[config.mk]
export PLATFORM = sky130hd
export DESIGN_NAME = mem_port_arbiter
export DESIGN_NICKNAME = d
export VERILOG_FILES = /design/src/rtl/mem_port_arbiter.sv
export SDC_FILE = /design/constraint.sdc
export NUM_CORES = 1
export LEC_CHECK = 0
export CAP_MARGIN = 20
export CORE_MARGIN = 1
export CORE_UTILIZATION = 44
export CTS_CLUSTER_SIZE = 25
export DETAILED_ROUTE_END_ITERATION = 10
export GPL_TIMING_DRIVEN = 0
export PLACE_DENSITY = 0.88
export SLEW_MARGIN = 10
export SYNTH_ARGS = -nofsm -noshare
export SYNTH_HDL_FRONTEND = slang
export SYNTH_SLANG_ARGS = --single-unit
[constraint.sdc]
create_clock -name clk -period 7.25 [get_ports clk]
set_input_delay 1.45 -clock clk [delete_from_list [all_inputs] [get_ports clk]]
set_output_delay 1.45 -clock clk [all_outputs]
set_load 0.02 [all_outputs]
[src/rtl/mem_port_arbiter.sv]
// rtl/mem_port_arbiter.sv - shares one memory port between instruction fetch and load/store
module mem_port_arbiter #(
    parameter int AW = 32,
    parameter int DW = 32
) (
    input  logic          clk,
    input  logic          reset,
    input  logic          IReq,
    input  logic [AW-1:0] IAddr,
    output logic [DW-1:0] IRdata,
    output logic          IValid,
    output logic          IStall,
    input  logic          DReq,
    input  logic          DWe,
    input  logic [AW-1:0] DAddr,
    input  logic [DW-1:0] DWdata,
    input  logic [DW/8-1:0] DBe,
    output logic [DW-1:0] DRdata,
    output logic          DValid,
    output logic          DStall,
    output logic          MemReq,
    output logic          MemWe,
    output logic [AW-1:0] MemAddr,
    output logic [DW-1:0] MemWdata,
    output logic [DW/8-1:0] MemBe,
    input  logic          MemReady,
    input  logic [DW-1:0] MemRdata
);

    typedef enum logic [2:0] {IDLE, IACC, DACC, IDONE, DDONE} state_t;

    state_t state, state_nxt;
    logic   last_d;
    logic   grant_i, grant_d;

    always_ff @(posedge clk or posedge reset) begin
        if (reset) state <= IDLE;
        else       state <= state_nxt;
    end

    // On a tie, last_d=1 means data was served last, so fetch wins.
    always_comb begin
        state_nxt = state;
        grant_i   = 1'b0;
        grant_d   = 1'b0;
        case (state)
            IDLE: begin
                if (IReq && (!DReq || last_d)) begin
                    grant_i   = 1'b1;
                    state_nxt = IACC;
                end else if (DReq) begin
                    grant_d   = 1'b1;
                    state_nxt = DACC;
                end
            end
            IACC:    if (MemReady) state_nxt = IDONE;
            DACC:    if (MemReady) state_nxt = DDONE;
            IDONE:   state_nxt = IDLE;
            DDONE:   state_nxt = IDLE;
            default: state_nxt = IDLE;
        endcase
    end

    always_ff @(posedge clk or posedge reset) begin
        if (reset) begin
            last_d   <= 1'b1;
            MemWe    <= 1'b0;
            MemAddr  <= '0;
            MemWdata <= '0;
            MemBe    <= '0;
            IRdata   <= '0;
            DRdata   <= '0;
        end else begin
            if (grant_i) begin
                MemWe    <= 1'b0;
                MemAddr  <= IAddr;
                MemWdata <= '0;
                MemBe    <= '1;
            end
            if (grant_d) begin
                MemWe    <= DWe;
                MemAddr  <= DAddr;
                MemWdata <= DWdata;
                MemBe    <= DBe;
            end
            if (state == IACC && MemReady) begin
                IRdata <= MemRdata;
                last_d <= 1'b0;
            end
            if (state == DACC && MemReady) begin
                last_d <= 1'b1;
                if (!MemWe) DRdata <= MemRdata;
            end
        end
    end

    // Decoded from state so an async reset drops them immediately.
    assign MemReq = (state == IACC) || (state == DACC);
    assign IValid = (state == IDONE);
    assign DValid = (state == DDONE);
    assign IStall = IReq & ~IValid;
    assign DStall = DReq & ~DValid;

endmodule

==> flow_summary.ini, run 1 <==
[outcome]
status = finished clean

[critical_path]
ff2ff_path_depth = 5
max_stage_delay_ns = 0.56
start_kind = primary input
cp.buffers_inverters = 4
worst-path-max-fanout = 10
path_class = primary input to output port
r2r_end = MemWdata[9]
endpoint_kind = output port
rrSetupSlack_ns = 5.31
crit_required_ns = 5.80
critPathArrivalTime_ns = 3.04
critPathTopFamily = buffers and inverters
r2r-start = state[2]
cp_cell_sequence = buf_2 > inv_1 > buf_1 > nor2_1 > clkdlybuf4s50_1
cpMaxStageDelayCell = buf_1

[clock_tree]
clk_pin_slew_worst_paths_ns = 0.06
cts_made_buffers = 17
insertion_delay_ns = 0.42
cts_tree = yes
cts-hold-fix-buffers = 0
clockBufferDepth = 2
cts-root-buf = clkbuf_16
postCtsSetupBuffers = 0
cts_resized = 0
cts_sinks = 137
htreeDepth = 4

[placed_design]
gp_congestion = 0.851
dp_cells = 891
place_area_um2 = 8810
dp_hpwl_um = 13200
place.port_buffers = 274

[route]
num_vias = 5100
wl_per_cell_um = 20.0
routed_wl_um = 18500
drtPass1Iterations = 5
drtIter0Drc = 486
antenna_left = 0
routed_via_density = 5.53
drc = 0

[min_path]
hold_class = flop to flop
holdPathEnd = MemBe[2]
hp-start = MemBe[2]
holdPathStages = 1

[logic_synthesis]
postSynthCellCount = 444
syn_area_um2 = 5820
yosys.area.top_type = dfrtp_1
postSynthAreaPerCell_um2 = 13.1
yosysTopAreaCellShare_pct = 58.4
synthDistinctLibCells = 35
seq_area_frac_synth_pct = 58.9
synth_top_family_by_area = compound AO/OA/AOI/OAI gates
synth-adder-area-share_pct = 0
synthMuxAreaShare_pct = 12.4
synth_compound_area_share_pct = 15.4
syn_nets = 582
ys.warnings.count = 0
yosys_register_bits = 137
synth_xor_area_share_pct = 0.150
synth_simple_gate_area_share_pct = 8.66
synth_area_leaders = dfrtp_1 58%, mux2_2 12%, a22o_1 5.0%

[global_routing]
grt_max_degree = 72
grt_usage_pct = 27.1
grt_overflow = 0
grt_pass1_vias = 5276
antenna_found_initial = 0
grt_pass1_wl_um = 27700

[layout]
fill_cells = 802
nets = 876
multi_input_area_um2 = 2130
finalInstanceArea_um2 = 9420
drive_gt1_share_pct = 18.8
layout.cells.non_filler = 923
syn_to_final_growth_pct = 61.8
antennaDiodeCount = 0
seqCellArea_um2 = 3430
utilization_pct = 73.8

[floorplan]
core_um2 = 12800
io_pins = 276
initial_core_util_pct = 45.6
num_rows = 41
die_area_um2 = 13700
die_y_um = 117
fp.dieW_um = 117

[timing]
slew_viol_final = 0
rsz0062_at_grt = false
fin_setup_tns_ns = 0
tightestPinTransition_ns = 0.695
relSlewSlack_pct = 53.6
post-route-period-util_pct = 61.9
timing.fmax_mhz = 223
period_minus_slack_ns = 4.49
finalHoldViolCount = 0
clock_skew_ns = 0.00904
hold_ws_ns = 0.488
setup_viol = 0

[power]
vdd_ir_drop_max_mv = 0.310
powerDensity_nw_per_um2 = 490
p_leak_nw = 3.77

[job]
maxCapViolCount = 0
## state kept, by name (all words and copies together), names as in the netlist
register and flops:
DRdata 32, MemAddr 32, MemWdata 32, last_d 1
MemWe 1, IRdata 32, MemBe 4, state 3
## cells by family after synthesis
logic type	Yosys count
mux	64
simple gates	83
buf+inv	52
compound gates	107
xor+xnor	1
flops	137
## cells in the final DEF (no fill, tap or decap), types with 2 or more instances in the layout
master	count
a22o_1	33
a31oi_1	32
buf_1	2
buf_2	14
buf_4	2
buf_6	6
bufinv_16	3
clkbuf_1	25
clkbuf_16	17
clkdlybuf4s50_1	274
clkinvlp_4	5
dfrtp_1	136
inv_1	3
inv_6	4
mux2_1	3
mux2_2	61
nand2b_1	2
nand4_1	32
nor2_1	5
nor2b_1	2
nor3_1	34
o22a_1	4
o31ai_1	14
o31ai_2	18
## worst max path at each step
stage               start          end  slack, ns  depth (start not counted)
global route         IReq       IStall       2.71                          5
floorplan           reset    DRdata[0]       2.13                          1
CTS                  IReq       IStall       2.79                          5
detailed placement   IReq       IStall       2.81                          5
global placement    reset  MemAddr[12]       0.53                          2
finish               IReq       IStall       2.76                          5
## Yosys cell counts, drive strengths merged
master / n
a211oi: 1
a21bo: 1
a21oi: 1
a22o: 33
a31oi: 32
and2: 1
buf: 24
clkbuf: 24
dfrtp: 136
dfstp: 1
inv: 4
mux2: 64
nand2: 1
nand2b: 2
nand4: 32
nor2: 6
nor2b: 2
nor3: 35
nor3b: 1
nor4: 1
nor4b: 1
o21ai: 2
o21bai: 1
o22a: 4
o31ai: 32
or3: 1
xnor2: 1
## where the power goes
part	switching (mW)	leakage (nW)	internal (mW)
clock network	0.348	0.283	0.553
logic	1.20	1.83	1.14
registers	0.231	1.66	1.15
total	1.78	3.77	2.84
## area by class of cell
cell class | count | share of cell area [%]
clock inverters | 13 | 1.78
multi-input cells | 255 | 22.6
plain buffers | 48 | 2.66
inverters | 4 | 0.212
well taps | 172 | 2.28
clock buffers | 19 | 4.70
repair buffers | 275 | 29.4
flip-flops and latches | 137 | 36.4
## routing by layer
layer | track usage (%) | part of all wire (%) | vias up
li1 | - | - | 2281
met1 | 30.6 | 38 | 2499
met2 | 46.7 | 50 | 277
met3 | 9.73 | 9.3 | 43
met4 | 10.8 | 2.5 | 0
met5 | 0 | 0 | -
## metrics by stage
stage	worst slack, ns	total power, mW
finish	2.76	4.62
global route	2.71	4.83
CTS	2.79	4.63
detailed placement	2.81	3.70
global placement	0.531	3.62
floorplan	2.13	2.61
Note: power is estimated with default switching activity, not from simulation.
==> inputs of run 2 (changes only) <==
CORE_UTILIZATION = 37   (was 44)
PLACE_DENSITY = 0.8   (was 0.88)
clock period = 3.89 ns   (was 7.25 ns; I/O delays follow)
==> run 2 against run 1 <==
  * Clock skew increased by 0.0024 ns
  * Register-to-register slack got worse by 3.3 ns
  * Total power rose by 82%
  * Combinational power is 85% higher
  * Sequential power increased by 86%
  * Clock power is 70% higher
  * Non-clock buffer count up 2
  * Hold slack better by 0.0048 ns
  * Utilization decreased by 12 points
  * Cell count is 4.4% higher
  * Critical path depth unchanged
  * Design area grew 0.33%
  * Largest cell class unchanged
  * Largest power group unchanged
==> flow_summary.ini, run 2 (synthesis results as in run 1) <==
[critical_path]
path_class = primary input to output port
critPathArrivalTime_ns = 2.36
critPathLaunch = IReq
r2r_end = MemWdata[14]
endpoint_kind = output port
r2r-start = state[2]
ff2ff_path_depth = 5
crit_required_ns = 3.11
rrSetupSlack_ns = 1.99
start_kind = primary input
worst-path-max-fanout = 10

[clock_tree]
insertion_delay_ns = 0.42
cts_tree = yes
clk_pin_slew_worst_paths_ns = 0.05
cts-root-buf = clkbuf_16
cts-hold-fix-buffers = 0
htreeDepth = 4
clockBufferDepth = 2
cts_resized = 0
postCtsSetupBuffers = 0
cts_made_buffers = 17
cts_sinks = 137

[route]
antenna_left = 0
routed_via_density = 5.32
drc = 0
wl_per_cell_um = 18.8
wl_met3_um = 1490
wl_met1_um = 6850
num_vias = 5129
met2_length_um = 9110
dr.max_layer_used = met4
drtPass1Iterations = 5
drtIter0Drc = 219
routed_wl_um = 18100

[global_routing]
grt_pass1_wl_um = 28200
grt_overflow = 0
antenna_found_initial = 0
grt_max_degree = 40
grt_pass1_vias = 5436
grt_usage_pct = 22.4

[power]
intPower_mw = 5.17
vdd_ir_drop_max_mv = 0.570
powerDensity_nw_per_um2 = 891
p_switching_mw = 3.25
switching_share_pct = 38.6
clock_power_share_pct = 18.1
power_frac_seq_pct = 30.4
p_leak_nw = 3.78
p_comb_share_pct = 51.5

[floorplan]
die_y_um = 127
num_rows = 45
io_pins = 276
fp.dieW_um = 127
die_area_um2 = 16200
core_um2 = 15300
initial_core_util_pct = 38.2

[layout]
final_common_cell = clkdlybuf4s50_1
nets = 878
syn_to_final_growth_pct = 62.4
layout_common_cells = 274 x clkdlybuf4s50_1, 136 x dfrtp_1, 61 x mux2_2, 34 x nor3_1, 33 x a22o_1
multi_input_area_um2 = 2130
drive_gt1_share_pct = 19.0
fill_cells = 1221
seqCellArea_um2 = 3430
antennaDiodeCount = 0

[min_path]
holdPathEnd = last_d
hp-start = last_d
holdPathStages = 2
hold_class = flop to flop

[timing]
fin_setup_tns_ns = 0
layout_setup_ws_ns = 0.747
period_minus_slack_ns = 3.14
tightestPinTransition_ns = 0.809
relSlewSlack_pct = 45.9
rsz0062_at_grt = false
clock_skew_ns = 0.0114
finalHoldViolCount = 0
slew_viol_final = 0
post-route-period-util_pct = 80.8
setup_viol = 0
timing.fmax_mhz = 318

[placed_design]
gp_congestion = 0.813
place.port_buffers = 274
pre_cts_ws_ns = 0.761
dp_hpwl_um = 13400

[job]
maxCapViolCount = 0

[outcome]
status = finished clean
run 2: changes by cell type in the layout (fill, tap and decap cells not counted):
cell        before  now
buf_12           0    3
buf_16           1    0
bufinv_16        3    1
clkinv_2         1    4
clkinv_4         1    4
clkinvlp_4       5    2
inv_6            4    3
run 2: power groups by stage:
| stage | clock, mW | combinational [mW] | sequential, mW |
|---|---|---|---|
| floorplan | 0 | 1.50 | 3.36 |
| global placement | 0 | 4.23 | 2.52 |
| detailed placement | 0 | 4.34 | 2.57 |
| CTS | 1.56 | 4.37 | 2.56 |
| global route | 1.62 | 4.58 | 2.64 |
| finish | 1.53 | 4.34 | 2.56 |
run 2: layout make-up:
type	instances	area share [%]
plain buffers	48	2.65
flip-flops and latches	137	36.3
inverters	4	0.198
multi-input cells	255	22.5
clock buffers	19	4.68
repair buffers	277	29.6
clock inverters	13	1.26
well taps	211	2.79
run 2: worst max-delay path, stage by stage:
cell	delay (ns)
buf_2	0.17
inv_1	0.19
buf_1	0.56
nor2_1	0.10
clkdlybuf4s50_1	0.56
run 2: metrics by stage:
stage	power [mW]	utilization (%)	instance area, um2	instances	hold WS, ns
3_5_place_dp	6.91	58.3	8890	932	0.482
2_1_floorplan	4.86	-	5830	444	0.465
4_1_cts	8.48	62.0	9460	964	0.498
3_3_place_gp	6.75	57.9	8830	929	0.468
5_1_grt	8.84	62.0	9460	964	0.508
6_report	8.42	62.0	9460	964	0.492
run 2: how the worst max path moves through the flow:
stage	endpoint	slack [ns]
2_1_floorplan	DRdata[0]	1.41
3_3_place_gp	MemWdata[13]	0.31
3_5_place_dp	IStall	0.76
4_1_cts	IStall	0.76
5_1_grt	IStall	0.65
6_report	IStall	0.75
run 2: routing by layer:
metal / global-route usage [%] / vias up
li1: - / 2294
met1: 25.7 / 2513
met2: 38.1 / 272
met5: 0 / -
met3: 6.11 / 50
met4: 12.1 / 0
==> inputs of run 3 (changes only) <==
CORE_UTILIZATION = 41   (was 37)
PLACE_DENSITY = 0.83   (was 0.8)
clock period = 2.91 ns   (was 3.89 ns; I/O delays follow)
==> run 3 against run 2 <==
  * Global-route usage up 3.0 points
  * Non-clock buffer count up 1
  * Clock power up 41%
  * Count of clock-buffer cells in the layout up 1
  * Register-to-register slack worse by 0.99 ns
  * Largest power group unchanged
==> flow_summary.ini, run 3 (synthesis results as in run 1) <==
[outcome]
status = finished clean

[critical_path]
endpoint_kind = output port
critPathArrivalTime_ns = 2.18
start_kind = primary input
path_class = primary input to output port
cp_cell_sequence = buf_2 > inv_1 > buf_1 > nor2_1 > clkdlybuf4s50_1
worst-path-max-fanout = 10
cpMaxStageDelayCell = clkdlybuf4s50_1
crit_required_ns = 2.33
max_stage_delay_ns = 0.58

[timing]
relSlewSlack_pct = 52.4
post-route-period-util_pct = 95.1
slew_viol_final = 0
period_minus_slack_ns = 2.77
rsz0062_at_grt = false
tightestPinTransition_ns = 0.714
finalHoldViolCount = 0
layout_setup_ws_ns = 0.143
timing.fmax_mhz = 361
clock_skew_ns = 0.00837
setup_viol = 0

[placed_design]
dp_hpwl_um = 13600
pre_cts_ws_ns = 0.159
place.port_buffers = 274
dp_cells = 902
gp_congestion = 0.835

[clock_tree]
cts_tree = yes
cts_made_buffers = 17
clk_pin_slew_worst_paths_ns = 0.06
clockBufferDepth = 2
cts-root-buf = clkbuf_16
postCtsSetupBuffers = 0
insertion_delay_ns = 0.42
cts_resized = 0
htreeDepth = 4
cts-hold-fix-buffers = 0
cts_sinks = 137

[global_routing]
grt_usage_pct = 25.5
grt_max_degree = 38
grt_pass1_vias = 5441
grt_pass1_wl_um = 28300
grt_overflow = 0
antenna_found_initial = 0

[layout]
fill_cells = 999
final_common_cell = clkdlybuf4s50_1
layout_common_cells = 274 x clkdlybuf4s50_1, 136 x dfrtp_1, 61 x mux2_2, 34 x nor3_1, 33 x a22o_1
drive_gt1_share_pct = 19.0
syn_to_final_growth_pct = 62.5
antennaDiodeCount = 0
multi_input_area_um2 = 2130
nets = 879
seqCellArea_um2 = 3430
layout.cells.non_filler = 934

[power]
vdd_ir_drop_max_mv = 0.702
power_frac_seq_pct = 30.1
switching_share_pct = 38.6
powerDensity_nw_per_um2 = 1210
p_comb_share_pct = 51.1
p_leak_nw = 3.79
clock_power_share_pct = 18.8
intPower_mw = 7.01
p_switching_mw = 4.40

[floorplan]
core_um2 = 13900
initial_core_util_pct = 42.0
num_rows = 43
io_pins = 276
fp.dieW_um = 121
die_area_um2 = 14700
die_y_um = 121

[min_path]
hold_class = primary input to async pin

[route]
routed_via_density = 5.44
drc = 0
drtPass1Iterations = 4
drtIter0Drc = 299
routed_wl_um = 18300
num_vias = 5082
wl_per_cell_um = 19.6
antenna_left = 0

[job]
maxCapViolCount = 0
[run 3: cell count changes in the layout (fill, tap and decap cells not counted)]
| cell | change |
|---|---|
| buf_12 | +1 |
| bufinv_16 | +1 |
| clkbuf_1 | +1 |
| clkinv_2 | -3 |
| clkinv_4 | -2 |
| clkinvlp_4 | +2 |
| inv_6 | +1 |
[run 3: final cells by class]
class                           instances  share of cell area (%)
Clock buffer                           20                    4.72
Multi-Input combinational cell        255                    22.5
Timing Repair Buffer                  278                    29.8
Buffer                                 48                    2.64
Inverter                                4                   0.198
Sequential cell                       137                    36.2
Tap cell                              180                    2.38
Clock inverter                         12                    1.48
[run 3: path summary, 6_finish.rpt]
path / from / endpoint / slack, ns / cells after the start
max in group asynchronous: reset / MemAddr[13] / 1.47 / 5
setup / recovery: IReq / IStall / 0.14 / 5
hold reg to reg: last_d / last_d / 0.49 / 2
setup reg to reg: state[2] / MemWdata[3] / 1.00 / 5
hold / removal: reset / IRdata[12] / 0.47 / 2
min in group clk: last_d / last_d / 0.49 / 2
[run 3: worst max-delay path: cells and delay by family]
family	cells	cell delay, ns
buffers and inverters	4	1.49
AND/OR/NAND/NOR	1	0.10
[run 3: stage by stage]
stage	hold slack (ns)	util [%]	area [um2]	total power [mW]	TNS, ns
CTS	0.464	68.2	9460	11.5	0
global placement	0.472	63.4	8790	9.03	-65.95
detailed placement	0.479	63.9	8870	9.26	0
floorplan	0.465	-	5830	6.50	0
finish	0.472	68.2	9460	11.4	0
global route	0.491	68.2	9460	11.9	0
[run 3: power groups by stage]
stage	Sequential [mW]	Combinational [mW]	Clock, mW
6_report	3.43	5.83	2.15
5_1_grt	3.53	6.17	2.25
4_1_cts	3.43	5.86	2.18
3_5_place_dp	3.43	5.82	0
3_3_place_gp	3.38	5.66	0
2_1_floorplan	4.49	2.01	0
[run 3: layer usage]
layer  wire [um]  track usage [%]  vias to the layer above  part of all wire, %
li1            -                -                     2296                    -
met1        6950             28.8                     2516                   38
met2        9310             43.8                      240                   51
met3        1660             9.02                       30                  9.1
met4         399             9.95                        0                  2.2
met5           0                0                        -                    0
